$ cat src/rtl/sound_arbiter_if.sv
// Sound arbiter bus: request/enable from the game logic, tone status back.
//   master : drives enable, req; observes buzzer, busy, grant, active_id
//   slave  : the arbiter itself
interface sound_arbiter_if;
    localparam int unsigned NUM_SRC = 4;
    localparam int unsigned ID_W    = 2;

    logic                enable;     // low mutes and flushes the arbiter
    logic [NUM_SRC-1:0]  req;        // one-cycle request pulses
    logic                buzzer;     // square-wave buzzer drive
    logic                busy;       // tone or gap in progress
    logic [NUM_SRC-1:0]  grant;      // one-hot pulse at tone start
    logic [ID_W-1:0]     active_id;  // source of the current/last tone

    modport master (
        output enable, req,
        input  buzzer, busy, grant, active_id
    );

    modport slave (
        input  enable, req,
        output buzzer, busy, grant, active_id
    );
endinterface

$ cat src/rtl/sound_arbiter.sv
// sound_arbiter: fixed-priority arbiter for four tone sources (score, paddle,
// wall, menu) driving one buzzer with a square wave, followed by a silent gap.
//   clk    : system clock
//   reset  : asynchronous, active-low
//   bus    : sound_arbiter_if.slave (enable, req in; buzzer, busy, grant,
//            active_id out, all registered)
// Optional feature: define SOUND_PREEMPT_EN to let a higher-priority request
// abort the tone in progress and start immediately.
module sound_arbiter #(
    parameter int unsigned DUR_SCORE   = 6000,
    parameter int unsigned DUR_PADDLE  = 1500,
    parameter int unsigned DUR_WALL    = 1000,
    parameter int unsigned DUR_MENU    = 600,
    parameter int unsigned HALF_SCORE  = 24,
    parameter int unsigned HALF_PADDLE = 12,
    parameter int unsigned HALF_WALL   = 16,
    parameter int unsigned HALF_MENU   = 8,
    parameter int unsigned GAP_CYCLES  = 50
) (
    input  logic                  clk,
    input  logic                  reset,
    sound_arbiter_if.slave        bus
);
    localparam int unsigned CNT_W = 16;

    localparam logic [1:0] ST_IDLE = 2'd0;
    localparam logic [1:0] ST_PLAY = 2'd1;
    localparam logic [1:0] ST_GAP  = 2'd2;

    // Counters run N-1 .. 0, so a zero parameter behaves like 1
    localparam logic [CNT_W-1:0] LD_DUR_SCORE   = CNT_W'((DUR_SCORE   == 0) ? 0 : DUR_SCORE   - 1);
    localparam logic [CNT_W-1:0] LD_DUR_PADDLE  = CNT_W'((DUR_PADDLE  == 0) ? 0 : DUR_PADDLE  - 1);
    localparam logic [CNT_W-1:0] LD_DUR_WALL    = CNT_W'((DUR_WALL    == 0) ? 0 : DUR_WALL    - 1);
    localparam logic [CNT_W-1:0] LD_DUR_MENU    = CNT_W'((DUR_MENU    == 0) ? 0 : DUR_MENU    - 1);
    localparam logic [CNT_W-1:0] LD_HALF_SCORE  = CNT_W'((HALF_SCORE  == 0) ? 0 : HALF_SCORE  - 1);
    localparam logic [CNT_W-1:0] LD_HALF_PADDLE = CNT_W'((HALF_PADDLE == 0) ? 0 : HALF_PADDLE - 1);
    localparam logic [CNT_W-1:0] LD_HALF_WALL   = CNT_W'((HALF_WALL   == 0) ? 0 : HALF_WALL   - 1);
    localparam logic [CNT_W-1:0] LD_HALF_MENU   = CNT_W'((HALF_MENU   == 0) ? 0 : HALF_MENU   - 1);
    localparam logic [CNT_W-1:0] LD_GAP         = CNT_W'((GAP_CYCLES  == 0) ? 0 : GAP_CYCLES  - 1);

    function automatic logic [CNT_W-1:0] dur_load(input logic [1:0] id);
        case (id)
            2'd3:    dur_load = LD_DUR_SCORE;
            2'd2:    dur_load = LD_DUR_PADDLE;
            2'd1:    dur_load = LD_DUR_WALL;
            default: dur_load = LD_DUR_MENU;
        endcase
    endfunction

    function automatic logic [CNT_W-1:0] half_load(input logic [1:0] id);
        case (id)
            2'd3:    half_load = LD_HALF_SCORE;
            2'd2:    half_load = LD_HALF_PADDLE;
            2'd1:    half_load = LD_HALF_WALL;
            default: half_load = LD_HALF_MENU;
        endcase
    endfunction

    logic [1:0]       state_q, state_d;
    logic [3:0]       pend_q, pend_d;
    logic [CNT_W-1:0] dur_q, dur_d;
    logic [CNT_W-1:0] half_q, half_d;
    logic             buzzer_q, buzzer_d;
    logic             busy_q, busy_d;
    logic [3:0]       grant_q, grant_d;
    logic [1:0]       id_q, id_d;

    logic [1:0]       hi_idx;
    logic             hi_vld;
    logic             preempt;
    logic             start;
    logic [3:0]       clr;

    // Highest pending index; ascending scan so the top bit wins
    always_comb begin
        hi_vld = |pend_q;
        hi_idx = '0;
        for (int i = 0; i < 4; i++) begin
            if (pend_q[i]) hi_idx = 2'(i);
        end
    end

`ifdef SOUND_PREEMPT_EN
    assign preempt = (state_q == ST_PLAY) && hi_vld && (hi_idx > id_q);
`else
    assign preempt = 1'b0;
`endif

    // Next-state and next-output logic
    always_comb begin
        state_d  = state_q;
        pend_d   = pend_q;
        dur_d    = dur_q;
        half_d   = half_q;
        buzzer_d = buzzer_q;
        grant_d  = '0;
        id_d     = id_q;
        start    = 1'b0;
        clr      = '0;

        if (!bus.enable) begin
            state_d  = ST_IDLE;
            pend_d   = '0;
            dur_d    = '0;
            half_d   = '0;
            buzzer_d = 1'b0;
        end else begin
            case (state_q)
                ST_IDLE: begin
                    start = hi_vld;
                end
                ST_PLAY: begin
                    if (preempt) begin
                        start = 1'b1;
                    end else if (dur_q == '0) begin
                        state_d  = ST_GAP;
                        dur_d    = LD_GAP;
                        half_d   = '0;
                        buzzer_d = 1'b0;
                    end else begin
                        dur_d = dur_q - CNT_W'(1);
                        if (half_q == '0) begin
                            buzzer_d = ~buzzer_q;
                            half_d   = half_load(id_q);
                        end else begin
                            half_d = half_q - CNT_W'(1);
                        end
                    end
                end
                ST_GAP: begin
                    if (dur_q == '0) state_d = ST_IDLE;
                    else             dur_d   = dur_q - CNT_W'(1);
                end
                default: state_d = ST_IDLE;
            endcase

            if (start) begin
                state_d         = ST_PLAY;
                id_d            = hi_idx;
                grant_d[hi_idx] = 1'b1;
                clr[hi_idx]     = 1'b1;
                dur_d           = dur_load(hi_idx);
                half_d          = half_load(hi_idx);
                buzzer_d        = 1'b1;
            end

            // A same-cycle request for the granted source survives the clear
            pend_d = (pend_q & ~clr) | bus.req;
        end

        busy_d = (state_d != ST_IDLE);
    end

    // State and output registers
    always_ff @(posedge clk or negedge reset) begin
        if (!reset) begin
            state_q  <= ST_IDLE;
            pend_q   <= '0;
            dur_q    <= '0;
            half_q   <= '0;
            buzzer_q <= 1'b0;
            busy_q   <= 1'b0;
            grant_q  <= '0;
            id_q     <= '0;
        end else begin
            state_q  <= state_d;
            pend_q   <= pend_d;
            dur_q    <= dur_d;
            half_q   <= half_d;
            buzzer_q <= buzzer_d;
            busy_q   <= busy_d;
            grant_q  <= grant_d;
            id_q     <= id_d;
        end
    end

    assign bus.buzzer    = buzzer_q;
    assign bus.busy      = busy_q;
    assign bus.grant     = grant_q;
    assign bus.active_id = id_q;

endmodule

$ cat src/flat_wrapper.sv
// flat-port wrapper written by rule: the top's interface ports become plain ports
module sound_arbiter_flat 
#(
    parameter int unsigned DUR_SCORE   = 6000,
    parameter int unsigned DUR_PADDLE  = 1500,
    parameter int unsigned DUR_WALL    = 1000,
    parameter int unsigned DUR_MENU    = 600,
    parameter int unsigned HALF_SCORE  = 24,
    parameter int unsigned HALF_PADDLE = 12,
    parameter int unsigned HALF_WALL   = 16,
    parameter int unsigned HALF_MENU   = 8,
    parameter int unsigned GAP_CYCLES  = 50
)
  (clk, reset, bus_enable, bus_req, bus_buzzer, bus_busy, bus_grant, bus_active_id);
  sound_arbiter_if bus_i ();
  input  logic clk;
  input  logic reset;
  input wire logic [$bits(bus_i.enable)-1:0] bus_enable;
  input wire logic [$bits(bus_i.req)-1:0] bus_req;
  output wire logic [$bits(bus_i.buzzer)-1:0] bus_buzzer;
  output wire logic [$bits(bus_i.busy)-1:0] bus_busy;
  output wire logic [$bits(bus_i.grant)-1:0] bus_grant;
  output wire logic [$bits(bus_i.active_id)-1:0] bus_active_id;
  assign bus_i.enable = bus_enable;
  assign bus_i.req = bus_req;
  assign bus_buzzer = bus_i.buzzer;
  assign bus_busy = bus_i.busy;
  assign bus_grant = bus_i.grant;
  assign bus_active_id = bus_i.active_id;
  sound_arbiter #(.DUR_SCORE(DUR_SCORE), .DUR_PADDLE(DUR_PADDLE), .DUR_WALL(DUR_WALL), .DUR_MENU(DUR_MENU), .HALF_SCORE(HALF_SCORE), .HALF_PADDLE(HALF_PADDLE), .HALF_WALL(HALF_WALL), .HALF_MENU(HALF_MENU), .GAP_CYCLES(GAP_CYCLES)) u_core (.clk(clk), .reset(reset), .bus(bus_i));
endmodule
$ cat config.mk
export PLATFORM = sky130hd
export DESIGN_NAME = sound_arbiter_flat
export DESIGN_NICKNAME = d
export VERILOG_FILES = /design/src/rtl/sound_arbiter_if.sv /design/src/rtl/sound_arbiter.sv /design/src/flat_wrapper.sv
export SDC_FILE = /design/constraint.sdc
export NUM_CORES = 1
export LEC_CHECK = 0
export CORE_MARGIN = 2
export CORE_UTILIZATION = 40
export CTS_CLUSTER_SIZE = 40
export DETAILED_ROUTE_END_ITERATION = 10
export GPL_ROUTABILITY_DRIVEN = 0
export PLACE_DENSITY = 0.65
export SLEW_MARGIN = 30
export SYNTH_ARGS = -nofsm -noshare
export SYNTH_HDL_FRONTEND = slang
export SYNTH_SLANG_ARGS = --single-unit
$ cat constraint.sdc
create_clock -name clk -period 2.6 [get_ports clk]
set_input_delay 0.26 -clock clk [delete_from_list [all_inputs] [get_ports clk]]
set_output_delay 0.26 -clock clk [all_outputs]
set_load 0.02 [all_outputs]
==> results_dict.tcl <==
set metrics [dict create \
    outcome "finished clean" \
    detail_route.wl_per_cell_um 16.5 \
    drc_errors 0 \
    path_delay_family "simple AND/OR/NAND/NOR gates" \
    fp.coreArea_sq_um 6720 \
    cts_resized 0 \
    finalClockSkew_ns 0.00850 \
    seq_area_frac_synth 0.421 \
    yosys_register_bits 46 \
    path_cells "or4_4, or3_4, or3_1, or3_1, a31oi_1" \
    fp.dieH_um 86.7 \
    synthFlopType "dfrtp_1" \
    wl_met2_mm 3.02 \
    maxSlewViolCount 0 \
    clk_path_buf_depth 2 \
    max_cap_viol_count 0 \
    synth_edf_count 0 \
    cts_sinks 46 \
    yosys.cell_types.count 52 \
    p_switching_mw 1.21 \
    synth_adder_area_share 0.0594 \
    antenna_found_initial 0 \
    critPathMaxStageDelay_ns 0.54 \
    synthCells 300 \
    grt_max_degree 25 \
    path_class "flop to flop" \
    clkPwrFrac 0.163 \
    cp.depth 5 \
    r2r_cells 5 \
    critPathSlowestCell "or4_4" \
    fillers 645 \
    synth_nets 320 \
    clkSlewWorstSetupHoldPaths_ns 0.10 \
    crit_buf_inv 0 \
    max_freq_mhz 425 \
    hp-class "input pin to async pin" \
    critPathMaxFanout 6 \
    num_rows 30 \
    synth.avg_cell_area_sq_um 9.12 \
    io_pins 15 \
    viasPerCell 5.85 \
    first_global_vias 2326 \
    fin_crit_ns 2.35 \
    vias 2392 \
    port_buffers 14 \
    final_common_cell "dfrtp_1" \
    fin_crit_sh 0.906 \
    drtIter0Drc 183 \
    worst-endpoint-required_ns 2.83 \
    ant_nets 0 \
    yosys_warnings 0 \
    met1Wirelength_mm 3.31 \
    root_buffer "clkbuf_8" \
    htreeDepth 2 \
    muxShareOfSynthArea 0.00549 \
    holdBufCountCts 1 \
    synth_top_family_by_area "simple AND/OR/NAND/NOR gates" \
    place_ws_ns 0.262 \
    p_leak_nw 1.35 \
    r2r-end "u_core.bus.buzzer" \
    place_area_sq_um 3060 \
    start_util 0.407 \
    hold_violations 0 \
    pwr-share-seq 0.355 \
    synth_xor_area_frac 0.0512 \
    syn_area_sq_um 2740 \
    antenna_cells 0 \
    drtPass1Iterations 5 \
    final_cells 409 \
    cellInternalPower_mw 1.68 \
    dp_cells 400 \
    endpoint_kind "flop" \
    layout_common_cells "dfrtp_1, nor2_1, a21oi_1, o21ai_0, buf_4" \
    cp.arrival_ns 2.59 \
    nets 348 \
    drt-total-wl_mm 6.77 \
    worst_pin_slew_ns 0.513 \
    reg2reg_slack_ns 0.25 \
    die_w_um 86.7 \
    topRoutingLayerUsed "met4" \
    slew_headroom 0.658 \
    grt_first_pass_wirelength_mm 11.6 \
    grt_setup_unrepaired "false" \
    clkLatencyLatePin_ns 0.30 \
    post-cts-setup-buffers 0 \
    comb_power_share 0.482 \
    gr-total-overflow 0 \
    track_usage 0.196 \
    power_density_nw_per_um2 912 \
    synth_compound_area_frac 0.195 \
    cts_tree "built" \
    dp_hpwl_mm 4.83 \
    r2r-start "u_core.half_q[12]" \
    final.setup.tns_ns 0 \
    met3_length_um 368 \
    cts_made_buffers 5 \
    die_area_sq_um 7520 \
    max-vdd-ir-drop_v 0.000414 \
    cpMostUsedCell "or3_1" \
    async_flop_share 1.00 \
    sw_frac_of_total 0.418 \
    area_delta_synth_final_pct 15.6 \
    synthSimpleGateAreaFrac 0.231 \
    finish.instance_area_sq_um 3160 \
    layout-drive-gt1-share 0.128 \
    fin_ws_ns 0.245 \
    setup_violations 0 \
    cp-start-kind "flop" \
]
area by class of cell:
cell class              instances  area [sq um]  area share
clock buffers                   5          68.8      0.0218
inverters                      14          52.6      0.0166
clock inverters                 3          25.0     0.00791
multi-input cells             228          1490       0.470
repair buffers                 33           280      0.0886
flip-flops and latches         46          1150       0.364
well taps                      80           100      0.0316
power groups by stage:
| stage | Clock [mW] | Combinational [mW] | Sequential [mW] |
|---|---|---|---|
| final | 0.469 | 1.39 | 1.02 |
| after global routing | 0.514 | 1.54 | 1.05 |
| after CTS | 0.480 | 1.38 | 1.02 |
| after detailed placement | 0 | 1.37 | 1.03 |
| after global placement | 0 | 1.36 | 1.03 |
| after floorplan | 0 | 0.947 | 1.03 |
state kept, by name (all words and copies together), names as in the netlist:
signal and cells:
u_core.dur_q 16, u_core.half_q 16, u_core.bus.grant 4, u_core.pend_q 4
u_core.bus.active_id 2, u_core.state_q 2, u_core.bus.busy 1, u_core.bus.buzzer 1
worst max path at each step:
stage                     slack [ns]           endpoint         startpoint
after floorplan                 0.23   u_core.dur_q[10]  u_core.state_q[0]
after global placement          0.30  u_core.bus.buzzer  u_core.half_q[12]
after detailed placement        0.26   u_core.dur_q[15]    u_core.dur_q[2]
after CTS                       0.25  u_core.bus.buzzer  u_core.half_q[12]
after global routing            0.11  u_core.half_q[13]   u_core.half_q[0]
final                           0.25  u_core.bus.buzzer  u_core.half_q[12]
Yosys cell counts (6+ instances only):
| cell type | instances | share of area |
|---|---|---|
| xnor2_1 | 14 | 0.045 |
| nand2_1 | 17 | 0.023 |
| nor3_1 | 8 | 0.015 |
| ha_1 | 13 | 0.059 |
| a21oi_1 | 18 | 0.033 |
| nor4_1 | 10 | 0.023 |
| nand3_1 | 8 | 0.015 |
| inv_1 | 13 | 0.018 |
| dfrtp_1 | 46 | 0.42 |
| clkbuf_1 | 10 | 0.014 |
| or3_1 | 7 | 0.016 |
| nor2_1 | 41 | 0.056 |
| o21ai_0 | 18 | 0.033 |
| nand4_1 | 6 | 0.014 |
metal layers:
metal / GRT usage / vias up
met3: 0.0314 / 7
met4: 0.0554 / 0
met2: 0.301 / 80
li1: - / 1158
met1: 0.287 / 1147
met5: 0 / -
logic make-up after synthesis:
| group | count (synthesis) |
|---|---|
| buffers and inverters | 26 |
| DFF | 46 |
| xor gates and xnor gates | 16 |
| and+or+nand+nor | 122 |
| AOI/OAI and AO/OA | 76 |
| adders and majority gates | 13 |
| muxes | 1 |
through the flow:
step / hold WS (ns) / util / power, mW
2_1_floorplan: -0.0356 / - / 1.98
3_3_place_gp: 0.259 / 0.455 / 2.39
3_5_place_dp: 0.267 / 0.455 / 2.40
4_1_cts: 0.468 / 0.471 / 2.88
5_1_grt: 0.509 / 0.471 / 3.11
6_report: 0.454 / 0.471 / 2.88
worst register-to-register path: cells and delay by family, from the launching register on:
family / cells / cell delay (ns)
compound gates: 1 / 0.17
flops: 1 / 0.41
simple gates: 4 / 1.70
Power figures use the tool's default switching activity.
